### config.mk
export PLATFORM = sky130hd
export DESIGN_NAME = alu_issue_decoder_flat
export DESIGN_NICKNAME = d
export VERILOG_FILES = /design/src/rtl/alu_issue_decoder_if.sv /design/src/rtl/alu_issue_decoder.sv /design/src/flat_wrapper.sv
export SDC_FILE = /design/constraint.sdc
export NUM_CORES = 1
export LEC_CHECK = 0
export BUFFER_PORTS_ARGS = -buffer_cell sky130_fd_sc_hd__buf_2
export CORE_AREA = 2 2 152 154
export CTS_CLUSTER_DIAMETER = 150
export CTS_CLUSTER_SIZE = 10
export DETAILED_ROUTE_END_ITERATION = 16
export DIE_AREA = 0 0 154 156
export GPL_ROUTABILITY_DRIVEN = 0
export PLACE_DENSITY_LB_ADDON = 0.2
export SYNTH_ARGS = -nofsm -noshare
export SYNTH_HDL_FRONTEND = slang
export SYNTH_SLANG_ARGS = --single-unit
### constraint.sdc
create_clock -name clk -period 3 [get_ports clk]
set_input_delay 0.6 -clock clk [delete_from_list [all_inputs] [get_ports clk]]
set_output_delay 0.6 -clock clk [all_outputs]
set_load 0.01 [all_outputs]
### src/rtl/alu_issue_decoder_if.sv
// Handshake and data bundle between the issue decoder, its upstream feeder and the ALU.
interface alu_issue_decoder_if #(
  parameter int unsigned XLEN       = 64,
  parameter int unsigned SEL_SIZE   = 5,
  parameter int unsigned SHIFT_SIZE = 6
);
  logic                  in_valid;
  logic                  in_ready;
  logic [31:0]           instr;
  logic [XLEN-1:0]       pc;
  logic [4:0]            rs1_addr;
  logic [4:0]            rs2_addr;
  logic [XLEN-1:0]       rs1_data;
  logic [XLEN-1:0]       rs2_data;
  logic                  out_valid;
  logic                  out_ready;
  logic                  alu_enable;
  logic [SEL_SIZE-1:0]   alu_sel;
  logic [SHIFT_SIZE-1:0] alu_shift_amt;
  logic [XLEN-1:0]       alu_data_a;
  logic [XLEN-1:0]       alu_data_b;
  logic [4:0]            rd_addr;
  logic                  rd_write;
  logic                  illegal;

  // Feeder / execute side.
  modport master (
    output in_valid, instr, pc, rs1_data, rs2_data, out_ready,
    input  in_ready, rs1_addr, rs2_addr, out_valid, alu_enable, alu_sel, alu_shift_amt,
           alu_data_a, alu_data_b, rd_addr, rd_write, illegal
  );

  // Decoder side.
  modport slave (
    input  in_valid, instr, pc, rs1_data, rs2_data, out_ready,
    output in_ready, rs1_addr, rs2_addr, out_valid, alu_enable, alu_sel, alu_shift_amt,
           alu_data_a, alu_data_b, rd_addr, rd_write, illegal
  );
endinterface

### src/rtl/alu_issue_decoder.sv
// Registered RV64I integer-compute decode stage with a one-entry valid/ready output register.
module alu_issue_decoder #(
  parameter int unsigned XLEN       = 64,
  parameter int unsigned SEL_SIZE   = 5,
  parameter int unsigned SHIFT_SIZE = 6
) (
  input logic              clk,
  input logic              reset,
  input logic              flush,
  alu_issue_decoder_if.slave bus
);
  localparam logic [6:0] OpcOp      = 7'b0110011;
  localparam logic [6:0] OpcOpImm   = 7'b0010011;
  localparam logic [6:0] OpcOp32    = 7'b0111011;
  localparam logic [6:0] OpcOpImm32 = 7'b0011011;
  localparam logic [6:0] OpcLui     = 7'b0110111;
  localparam logic [6:0] OpcAuipc   = 7'b0010111;

  localparam logic [4:0] SelAdd   = 5'd0;
  localparam logic [4:0] SelSub   = 5'd1;
  localparam logic [4:0] SelSlt   = 5'd2;
  localparam logic [4:0] SelSltu  = 5'd3;
  localparam logic [4:0] SelAnd   = 5'd4;
  localparam logic [4:0] SelOr    = 5'd5;
  localparam logic [4:0] SelXor   = 5'd6;
  localparam logic [4:0] SelSll   = 5'd7;
  localparam logic [4:0] SelSrl   = 5'd8;
  localparam logic [4:0] SelSra   = 5'd9;
  localparam logic [4:0] SelLui   = 5'd10;
  localparam logic [4:0] SelAuipc = 5'd11;
  localparam logic [4:0] SelAddw  = 5'd12;
  localparam logic [4:0] SelSubw  = 5'd13;
  localparam logic [4:0] SelSllw  = 5'd14;
  localparam logic [4:0] SelSrlw  = 5'd15;
  localparam logic [4:0] SelSraw  = 5'd16;

  logic [6:0]      opcode;
  logic [2:0]      funct3;
  logic [6:0]      funct7;
  logic [XLEN-1:0] imm_i;
  logic [XLEN-1:0] imm_u;

  logic            dec_legal;
  logic [4:0]      dec_op;
  logic [5:0]      dec_sh;
  logic [XLEN-1:0] dec_a;
  logic [XLEN-1:0] dec_b;

  logic                  valid_q;
  logic                  enable_q;
  logic [SEL_SIZE-1:0]   sel_q;
  logic [SHIFT_SIZE-1:0] shift_q;
  logic [XLEN-1:0]       data_a_q;
  logic [XLEN-1:0]       data_b_q;
  logic [4:0]            rd_addr_q;
  logic                  rd_write_q;
  logic                  illegal_q;

  logic accept;

  assign opcode = bus.instr[6:0];
  assign funct3 = bus.instr[14:12];
  assign funct7 = bus.instr[31:25];
  assign imm_i  = {{(XLEN-12){bus.instr[31]}}, bus.instr[31:20]};
  // Upper immediate is presented unshifted; the ALU applies the <<12.
  assign imm_u  = {{(XLEN-20){1'b0}}, bus.instr[31:12]};

  assign bus.rs1_addr = bus.instr[19:15];
  assign bus.rs2_addr = bus.instr[24:20];
  assign bus.in_ready = !reset && (!valid_q || bus.out_ready);
  assign accept       = bus.in_valid && bus.in_ready;

  // Combinational decode of the offered instruction into ALU op and raw operands.
  always_comb begin
    dec_legal = 1'b0;
    dec_op    = SelAdd;
    dec_sh    = '0;
    dec_a     = '0;
    dec_b     = '0;
    unique case (opcode)
      OpcOp: begin
        dec_a = bus.rs1_data;
        dec_b = bus.rs2_data;
        if (funct7 == 7'b0000000) begin
          dec_legal = 1'b1;
          case (funct3)
            3'b000:  dec_op = SelAdd;
            3'b001:  begin dec_op = SelSll; dec_sh = bus.rs2_data[5:0]; end
            3'b010:  dec_op = SelSlt;
            3'b011:  dec_op = SelSltu;
            3'b100:  dec_op = SelXor;
            3'b101:  begin dec_op = SelSrl; dec_sh = bus.rs2_data[5:0]; end
            3'b110:  dec_op = SelOr;
            default: dec_op = SelAnd;
          endcase
        end else if (funct7 == 7'b0100000) begin
          if (funct3 == 3'b000) begin
            dec_legal = 1'b1;
            dec_op    = SelSub;
          end else if (funct3 == 3'b101) begin
            dec_legal = 1'b1;
            dec_op    = SelSra;
            dec_sh    = bus.rs2_data[5:0];
          end
        end
      end
      OpcOpImm: begin
        dec_a = bus.rs1_data;
        dec_b = imm_i;
        case (funct3)
          3'b000: begin dec_legal = 1'b1; dec_op = SelAdd;  end
          3'b010: begin dec_legal = 1'b1; dec_op = SelSlt;  end
          3'b011: begin dec_legal = 1'b1; dec_op = SelSltu; end
          3'b100: begin dec_legal = 1'b1; dec_op = SelXor;  end
          3'b110: begin dec_legal = 1'b1; dec_op = SelOr;   end
          3'b111: begin dec_legal = 1'b1; dec_op = SelAnd;  end
          3'b001: begin
            dec_legal = (bus.instr[31:26] == 6'b000000);
            dec_op    = SelSll;
            dec_sh    = bus.instr[25:20];
          end
          default: begin
            dec_legal = (bus.instr[31:26] == 6'b000000) || (bus.instr[31:26] == 6'b010000);
            dec_op    = bus.instr[30] ? SelSra : SelSrl;
            dec_sh    = bus.instr[25:20];
          end
        endcase
      end
      OpcOp32: begin
        dec_a = bus.rs1_data;
        dec_b = bus.rs2_data;
        dec_sh = {1'b0, bus.rs2_data[4:0]};
        if (funct7 == 7'b0000000) begin
          case (funct3)
            3'b000:  begin dec_legal = 1'b1; dec_op = SelAddw; end
            3'b001:  begin dec_legal = 1'b1; dec_op = SelSllw; end
            3'b101:  begin dec_legal = 1'b1; dec_op = SelSrlw; end
            default: dec_legal = 1'b0;
          endcase
        end else if (funct7 == 7'b0100000) begin
          case (funct3)
            3'b000:  begin dec_legal = 1'b1; dec_op = SelSubw; end
            3'b101:  begin dec_legal = 1'b1; dec_op = SelSraw; end
            default: dec_legal = 1'b0;
          endcase
        end
        if (dec_op == SelAddw || dec_op == SelSubw) dec_sh = '0;
      end
      OpcOpImm32: begin
        dec_a = bus.rs1_data;
        dec_b = imm_i;
        case (funct3)
          3'b000: begin dec_legal = 1'b1; dec_op = SelAddw; end
          3'b001: begin
            dec_legal = (funct7 == 7'b0000000);
            dec_op    = SelSllw;
            dec_sh    = {1'b0, bus.instr[24:20]};
          end
          3'b101: begin
            dec_legal = (funct7 == 7'b0000000) || (funct7 == 7'b0100000);
            dec_op    = bus.instr[30] ? SelSraw : SelSrlw;
            dec_sh    = {1'b0, bus.instr[24:20]};
          end
          default: dec_legal = 1'b0;
        endcase
      end
      OpcLui: begin
        dec_legal = 1'b1;
        dec_op    = SelLui;
        dec_a     = imm_u;
      end
      OpcAuipc: begin
        dec_legal = 1'b1;
        dec_op    = SelAuipc;
        dec_a     = imm_u;
        dec_b     = bus.pc;
      end
      default: dec_legal = 1'b0;
    endcase
  end

  // Output register: reset > flush > accept > consume.
  always_ff @(posedge clk) begin
    if (reset) begin
      valid_q    <= 1'b0;
      enable_q   <= 1'b0;
      sel_q      <= '0;
      shift_q    <= '0;
      data_a_q   <= '0;
      data_b_q   <= '0;
      rd_addr_q  <= '0;
      rd_write_q <= 1'b0;
      illegal_q  <= 1'b0;
    end else if (flush) begin
      valid_q    <= 1'b0;
      enable_q   <= 1'b0;
      rd_write_q <= 1'b0;
    end else if (accept) begin
      valid_q    <= 1'b1;
      enable_q   <= dec_legal;
      sel_q      <= dec_legal ? SEL_SIZE'(dec_op) : '0;
      shift_q    <= dec_legal ? SHIFT_SIZE'(dec_sh) : '0;
      data_a_q   <= dec_legal ? dec_a : '0;
      data_b_q   <= dec_legal ? dec_b : '0;
      rd_addr_q  <= bus.instr[11:7];
      rd_write_q <= dec_legal && (bus.instr[11:7] != 5'd0);
      illegal_q  <= !dec_legal;
    end else if (valid_q && bus.out_ready) begin
      // Data fields keep their last value; only the side-effecting strobes drop.
      valid_q    <= 1'b0;
      enable_q   <= 1'b0;
      rd_write_q <= 1'b0;
    end
  end

  assign bus.out_valid     = valid_q;
  assign bus.alu_enable    = enable_q;
  assign bus.alu_sel       = sel_q;
  assign bus.alu_shift_amt = shift_q;
  assign bus.alu_data_a    = data_a_q;
  assign bus.alu_data_b    = data_b_q;
  assign bus.rd_addr       = rd_addr_q;
  assign bus.rd_write      = rd_write_q;
  assign bus.illegal       = illegal_q;
endmodule

### src/flat_wrapper.sv
// flat-port wrapper written by rule: the top's interface ports become plain ports
module alu_issue_decoder_flat 
#(
  parameter int unsigned XLEN       = 64,
  parameter int unsigned SEL_SIZE   = 5,
  parameter int unsigned SHIFT_SIZE = 6
)
  (clk, reset, flush, bus_in_valid, bus_instr, bus_pc, bus_rs1_data, bus_rs2_data, bus_out_ready, bus_in_ready, bus_rs1_addr, bus_rs2_addr, bus_out_valid, bus_alu_enable, bus_alu_sel, bus_alu_shift_amt, bus_alu_data_a, bus_alu_data_b, bus_rd_addr, bus_rd_write, bus_illegal);
  alu_issue_decoder_if #(.XLEN(XLEN), .SEL_SIZE(SEL_SIZE), .SHIFT_SIZE(SHIFT_SIZE)) bus_i ();
  input logic clk;
  input logic reset;
  input logic flush;
  input wire logic [$bits(bus_i.in_valid)-1:0] bus_in_valid;
  input wire logic [$bits(bus_i.instr)-1:0] bus_instr;
  input wire logic [$bits(bus_i.pc)-1:0] bus_pc;
  input wire logic [$bits(bus_i.rs1_data)-1:0] bus_rs1_data;
  input wire logic [$bits(bus_i.rs2_data)-1:0] bus_rs2_data;
  input wire logic [$bits(bus_i.out_ready)-1:0] bus_out_ready;
  output wire logic [$bits(bus_i.in_ready)-1:0] bus_in_ready;
  output wire logic [$bits(bus_i.rs1_addr)-1:0] bus_rs1_addr;
  output wire logic [$bits(bus_i.rs2_addr)-1:0] bus_rs2_addr;
  output wire logic [$bits(bus_i.out_valid)-1:0] bus_out_valid;
  output wire logic [$bits(bus_i.alu_enable)-1:0] bus_alu_enable;
  output wire logic [$bits(bus_i.alu_sel)-1:0] bus_alu_sel;
  output wire logic [$bits(bus_i.alu_shift_amt)-1:0] bus_alu_shift_amt;
  output wire logic [$bits(bus_i.alu_data_a)-1:0] bus_alu_data_a;
  output wire logic [$bits(bus_i.alu_data_b)-1:0] bus_alu_data_b;
  output wire logic [$bits(bus_i.rd_addr)-1:0] bus_rd_addr;
  output wire logic [$bits(bus_i.rd_write)-1:0] bus_rd_write;
  output wire logic [$bits(bus_i.illegal)-1:0] bus_illegal;
  assign bus_i.in_valid = bus_in_valid;
  assign bus_i.instr = bus_instr;
  assign bus_i.pc = bus_pc;
  assign bus_i.rs1_data = bus_rs1_data;
  assign bus_i.rs2_data = bus_rs2_data;
  assign bus_i.out_ready = bus_out_ready;
  assign bus_in_ready = bus_i.in_ready;
  assign bus_rs1_addr = bus_i.rs1_addr;
  assign bus_rs2_addr = bus_i.rs2_addr;
  assign bus_out_valid = bus_i.out_valid;
  assign bus_alu_enable = bus_i.alu_enable;
  assign bus_alu_sel = bus_i.alu_sel;
  assign bus_alu_shift_amt = bus_i.alu_shift_amt;
  assign bus_alu_data_a = bus_i.alu_data_a;
  assign bus_alu_data_b = bus_i.alu_data_b;
  assign bus_rd_addr = bus_i.rd_addr;
  assign bus_rd_write = bus_i.rd_write;
  assign bus_illegal = bus_i.illegal;
  alu_issue_decoder #(.XLEN(XLEN), .SEL_SIZE(SEL_SIZE), .SHIFT_SIZE(SHIFT_SIZE)) u_core (.clk(clk), .reset(reset), .flush(flush), .bus(bus_i));
endmodule
Yosys cells after proc, flatten, opt, wreduce, memory -nomap -nowiden. Index checks and enable logic that the tools add are counted.

Word-level logic and storage cells: 98. Bits in registers: 148. Output and inout port bits: 159.

Eq/ne operators: 17. Bitwise gates (word level): 1. Muxes and demuxes: 45. Reduce and logical (&&, ||, !) cells: 26.

Operator list (number): $pmux W64 S3 (1); $mux W64 (2); $pmux W64 S2 (1); $mux W5 (10); $mux W6 (7); $pmux W5 S7 (1); $pmux W5 S6 (1); $eq A7 B6 Y1 const B (4); $pmux W4 S7 (1); $pmux W6 S4 (1); $eq A7 B5 Y1 const B (3); $pmux W5 S3 (1); $mux W1 (13); $eq A3 B3 Y1 const B (4); $pmux W4 S3 (1); $reduce_or A2 Y1 (6); $eq A5 B4 Y1 const B (2); $pmux W5 S2 (1); $logic_not A7 Y1 (1); $eq A3 B2 Y1 const B (2); $eq A6 B5 Y1 const B (1); $logic_not A6 Y1 (1); $reduce_or A6 Y1 (1); $pmux W1 S5 (1); 14 further kinds (22).

Longest topological paths before layout.
Depth in word-level cells: 10. Gate-level depth with buffers: 10. Mapped depth without buffers: 5.

Least setup slack after synthesis. Ideal clock, no wire load.

Path kind: input-to-reg. From: in bus_instr[3]. To: reg u_core.data_b_q[10] (netlist: u_core.bus.alu_data_b[10]). Stages on the path: 10. Arrival: 2.339 ns. Data required time: 2.883 ns. Path slack: 0.544 ns. Cells stage by stage: buf_2 -> and3b_1 -> and2_1 -> clkbuf_1 -> a31o_1 -> or3_1 -> buf_2 -> buf_6 -> buf_6 -> a32o_1.

Longest elaborated chain between the ends: 4.

RTL lines: start: declaration (RTL line flat_wrapper.sv:14) `input wire logic [$bits(bus_i.instr)-1:0] bus_instr;`; $eq A7 B6 Y1 / $eq A7 B5 Y1 (equally long branches) (RTL line alu_issue_decoder.sv:80) `unique case (opcode)`; $reduce_or A2 Y1 (no source line); $pmux W1 S5 / $pmux W64 S3 (equally long branches) (RTL line alu_issue_decoder.sv:80); $mux W64 * (RTL line alu_issue_decoder.sv:204) `data_b_q <= dec_legal ? dec_b : '0;`; end signal: assignment (RTL line alu_issue_decoder.sv:204); end: declaration (RTL line alu_issue_decoder.sv:54) `logic [XLEN-1:0] data_b_q;`.

Mark *: on every way between the ends. The rest lies on a longest branch, timed or not. A chain may end at the register's enable or synchronous reset.

Final worst setup path.
From: in bus_instr[27]. To: reg u_core.data_a_q[36] (netlist: u_core.bus.alu_data_a[36]).

Longest elaborated chain between the ends: 5.

RTL lines: $eq A7 B6 Y1 (tied with other cells) (RTL line alu_issue_decoder.sv:96, alu_issue_decoder.sv:140, alu_issue_decoder.sv:160); $logic_or A1 B1 Y1 (tied with other cells) (RTL line alu_issue_decoder.sv:160) `dec_legal = (funct7 == 7'b0000000) || (funct7 == 7'b0100000);`; $pmux W1 S3 (tied with other cells) (RTL line alu_issue_decoder.sv:152) `case (funct3)`; $pmux W1 S5 * (RTL line alu_issue_decoder.sv:80); $mux W64 * (RTL line alu_issue_decoder.sv:203) `data_a_q <= dec_legal ? dec_a : '0;`; end signal: assignment (RTL line alu_issue_decoder.sv:203); end: declaration (RTL line alu_issue_decoder.sv:53) `logic [XLEN-1:0] data_a_q;`.

Marks and branches as above.

==> results.md <==
Worst setup path:
- Traced cell by cell, the critical path runs through buf_2 -> nor4_2 -> o211ai_1 -> o221a_2 -> or3_2 -> buf_12 -> a32o_1.
- The setup path with the least slack is of type primary input to flip-flop.
- The delay of the slowest critical-path stage is 0.50 ns.
- The critical path arrival is 2.74 ns.
- STA puts the critical path data required time at 3.30 ns.
- Counting cells, the worst reg-to-reg path comes to 5.
- The largest driver fanout on the critical path is 46.
- On the critical path, the stage with the largest delay is an instance of or3_2.
- STA classifies the critical path endpoint as a flip-flop.
- The critical path starts at bus_instr[27].
- The startpoint type of the worst setup path is a primary input.
- The startpoint identified for the worst register-to-register timing path is u_core.bus.out_valid.

Synth:
- Averaged over all synthesized cells, the footprint is 9.137 um2.
- Yosys printed 0 warnings.
- In this run, distinct cell masters in the synthesized netlist total 55.
- Synthesis produced a netlist with a net count of 913.
- The post-synthesis register bit count is 148.
- The post-synth design cell area is 6250 um2.
- The share of the Yosys chip area taken by registers is 0.4741.
- The biggest area contributor in the post-synthesis netlist is dfxtp_1.
- The count of flip-flops with a built-in enable after synthesis is 0.
- The async set-reset flop share out of synthesis is 0.
- The proportion of netlist area held by the largest area contributor is 0.4741.
- After technology mapping, the gate count stands at 684.
- Yosys attributes the largest share of cell area to dfxtp_1, a32o_1, a221oi_1, o21ai_1, nand2_1.
- In the synthesized netlist the dominant register cell turns out to be dfxtp_1.

Finish:
- The number of nets in the layout is 1255.
- Relative to the synthesized area, the layout overhead comes to 44.96%.
- In the layout the commonest cells are buf_2, dfxtp_1, nand2_1, o21ai_1, a32o_1.
- After the flow finishes, the layout carries non-filler instances totaling 1327.
- The share of post-route cells with drive strength above 1 is 0.4398.
- The layout filler cell count is 2337.
- The library cell used most frequently in the layout, excluding fill and tap cells, is buf_2.

STA:
- After layout, the minimum clock period comes to 2.434 ns.
- The sum of negative setup slack is 0 ns.
- The number of failing hold endpoints at the final stage is 0.
- The number of max-slew violations in the final report is 0.
- Setup repair after global routing left no endpoint under its margin.
- The tightest slew margin relative to the limit is 0.4801.
- Setup violations remaining at the end of the flow were counted as 0.
- Derived from the worst setup path, the maximum achievable clock frequency is 0.4109 GHz.
- The worst clock skew is 0.01254 ns.
- The share of the cycle needed by the critical path after routing is 0.8112.
- The actual transition at the worst max-transition pin is 0.7799 ns.

Placed design:
- The number of buffers inserted by port buffering is 387.
- The cell count after placement is 1292.
- The placed wire-length estimate after detailed placement is 16950 um.

Clocking:
- The clock sink count is 148.
- The maximum clock insertion buffer count is 2.
- The later-pin clock latency in the skew report is 0.41 ns.
- The clock tree from TritonCTS is yes.
- Buffers inserted to repair hold after CTS numbered 0.
- CTS placed an instance of clkbuf_16 at the clock tree root.
- The CTS buffer count is 17.
- The post-cts repair resize count is 0.
- The buffer count from post-CTS setup fixing is 0.
- In this run the number of H-tree levels came out at 4.
- The clock-pin transition on the worst setup and hold timing paths is 0.07 ns.

Pwr:
- The peak supply drop is 285.9 uV.
- The leakage power of the design is 3.917 nW.
- Power spread over the standard cell area amounts to 488.8 nW/um2.

Global routing:
- The global-route wire length before repair is 34820 um.
- The initial antenna violation count is 6.
- The largest net degree at the start of global routing is 72.
- The global-route total usage across every layer is 0.1834.
- The number of global-route vias before repair is 6396.
- The sum of overflow across all layers after global routing is 0.

Drt:
- The first detailed-routing pass ran for 4 iterations.
- In this run the remaining antenna-violating nets after routing total 0.
- Dividing the detail-routed wire length by the instance count gives 17.20 um.
- The DRC violation total after the first TritonRoute iteration is 494.
- The remaining routing DRC violations is 0.
- For this block, wires on met1 add up to 9783 um.
- The number of vias per cell after detailed routing is 5.118.
- After detailed routing, the met2 layer carries 10750 um of wire.
- The met3 wire length is 1818 um.
- Wires add up to 22820 um.
- The highest metal layer carrying signal wires in the routed design is met5.
- Across all layers, the routed design uses 6792 vias.

Floorplanning:
- The area of the core region is 22370 um2.
- The boundary pin count is 388.
- The overall die height is 156 um.
- For this configuration, the core starts out at a cell density of 0.2794.
- The horizontal extent of the die is 154 um.
- The die covers 24020 um2.
- In this run the core area contains 55 standard-cell rows.

Flow run:
- The max-capacitance violation count is 0.

Status:
- The run finished with clean final reports.

Min path:
- The worst hold path was traced through 2 stages.
- The worst hold path begins at bus_rs1_data[29].
- In this run the worst hold path is classified as primary input to flip-flop.
[final cells by class]
cell class	count	area, um2	area share
well taps	285	356.6	0.03936
diodes	3	7.507	0.0008286
clock inverters	14	140.1	0.01547
flip-flops and latches	148	2963	0.3270
multi-input cells	444	2909	0.3211
clock buffers	18	439.2	0.04847
repair buffers	411	2230	0.2461
inverters	4	15.01	0.001657
[critical path: cells and delay by family]
family,cells,cell delay [ns]
AO/OA/AOI/OAI,3,0.78
AND/OR/NAND/NOR,2,0.98
buffers and inverters,2,0.33
[metal layers]
metal / up-vias / GRT usage
met5: - / 0
li1: 3301 / -
met1: 3172 / 0.2288
met2: 277 / 0.2996
met3: 34 / 0.05861
met4: 8 / 0.06231
[stage by stage]
step / total power, W / cell area [um2] / utilization / hold WS (ns) / worst slack, ns
floorplan: 0.002151 / 6250 / - / 0.4666 / 0.5436
global placement: 0.002363 / 8473 / 0.3789 / 0.4331 / 0.2078
detailed placement: 0.002365 / 8473 / 0.3789 / 0.4302 / 0.1974
CTS: 0.004505 / 9052 / 0.4048 / 0.3915 / 0.6451
global route: 0.004627 / 9055 / 0.4049 / 0.3912 / 0.5164
finish: 0.004429 / 9060 / 0.4051 / 0.4181 / 0.5663
[report_power, final]
part,switching [W],internal (W)
clock,0.000920,0.00119
combinational,0.000188,0.000162
sequential,0.00000213,0.00197
[state kept, by name, summed over array words and instances (netlist names)]
name / flops
u_core.bus.alu_data_a: 64
u_core.bus.rd_write: 1
u_core.bus.alu_shift_amt: 6
u_core.bus.rd_addr: 5
u_core.bus.alu_enable: 1
u_core.bus.alu_data_b: 64
u_core.bus.alu_sel: 5
u_core.bus.illegal: 1
u_core.bus.out_valid: 1
[path summary, 6_finish.rpt]
kind / endpoint / slack [ns]
worst min register to register: u_core.bus.alu_data_a[13] / 0.44
worst min-delay path: u_core.bus.alu_data_a[29] / 0.42
worst max register to register: u_core.bus.alu_data_a[50] / 1.24
worst max-delay path: u_core.bus.alu_data_a[36] / 0.57
[kinds of logic after synthesis]
| group | synth area share |
|---|---|
| multiplexers | 0.001802 |
| AND/OR/NAND/NOR | 0.1259 |
| buffers and inverters | 0.06647 |
| XOR/XNOR | 0.002803 |
| flip-flops | 0.4741 |
| AO/OA/AOI/OAI | 0.3289 |
[cells in the mapped netlist (2+ instances only)]
| cell type | instances |
|---|---|
| a21oi_1 | 9 |
| nor4_1 | 2 |
| and2_1 | 4 |
| o21ai_1 | 83 |
| a31oi_1 | 3 |
| nor2_1 | 7 |
| clkbuf_1 | 60 |
| buf_4 | 10 |
| nand3_1 | 14 |
| buf_6 | 2 |
| nand3b_1 | 5 |
| and3b_1 | 2 |
| dfxtp_1 | 148 |
| a32o_1 | 57 |
| nand2b_1 | 8 |
| nor3b_1 | 2 |
| a221oi_1 | 54 |
| nor2b_1 | 6 |
| o21ai_0 | 14 |
| nor4bb_1 | 2 |
| a21boi_0 | 2 |
| buf_2 | 14 |
| nor3_1 | 3 |
| inv_1 | 4 |
| o31ai_1 | 4 |
| and3_1 | 3 |
| buf_1 | 2 |
| a22oi_1 | 36 |
| nand2_1 | 96 |
| o21a_1 | 3 |
(Power assumes the default switching activity.)
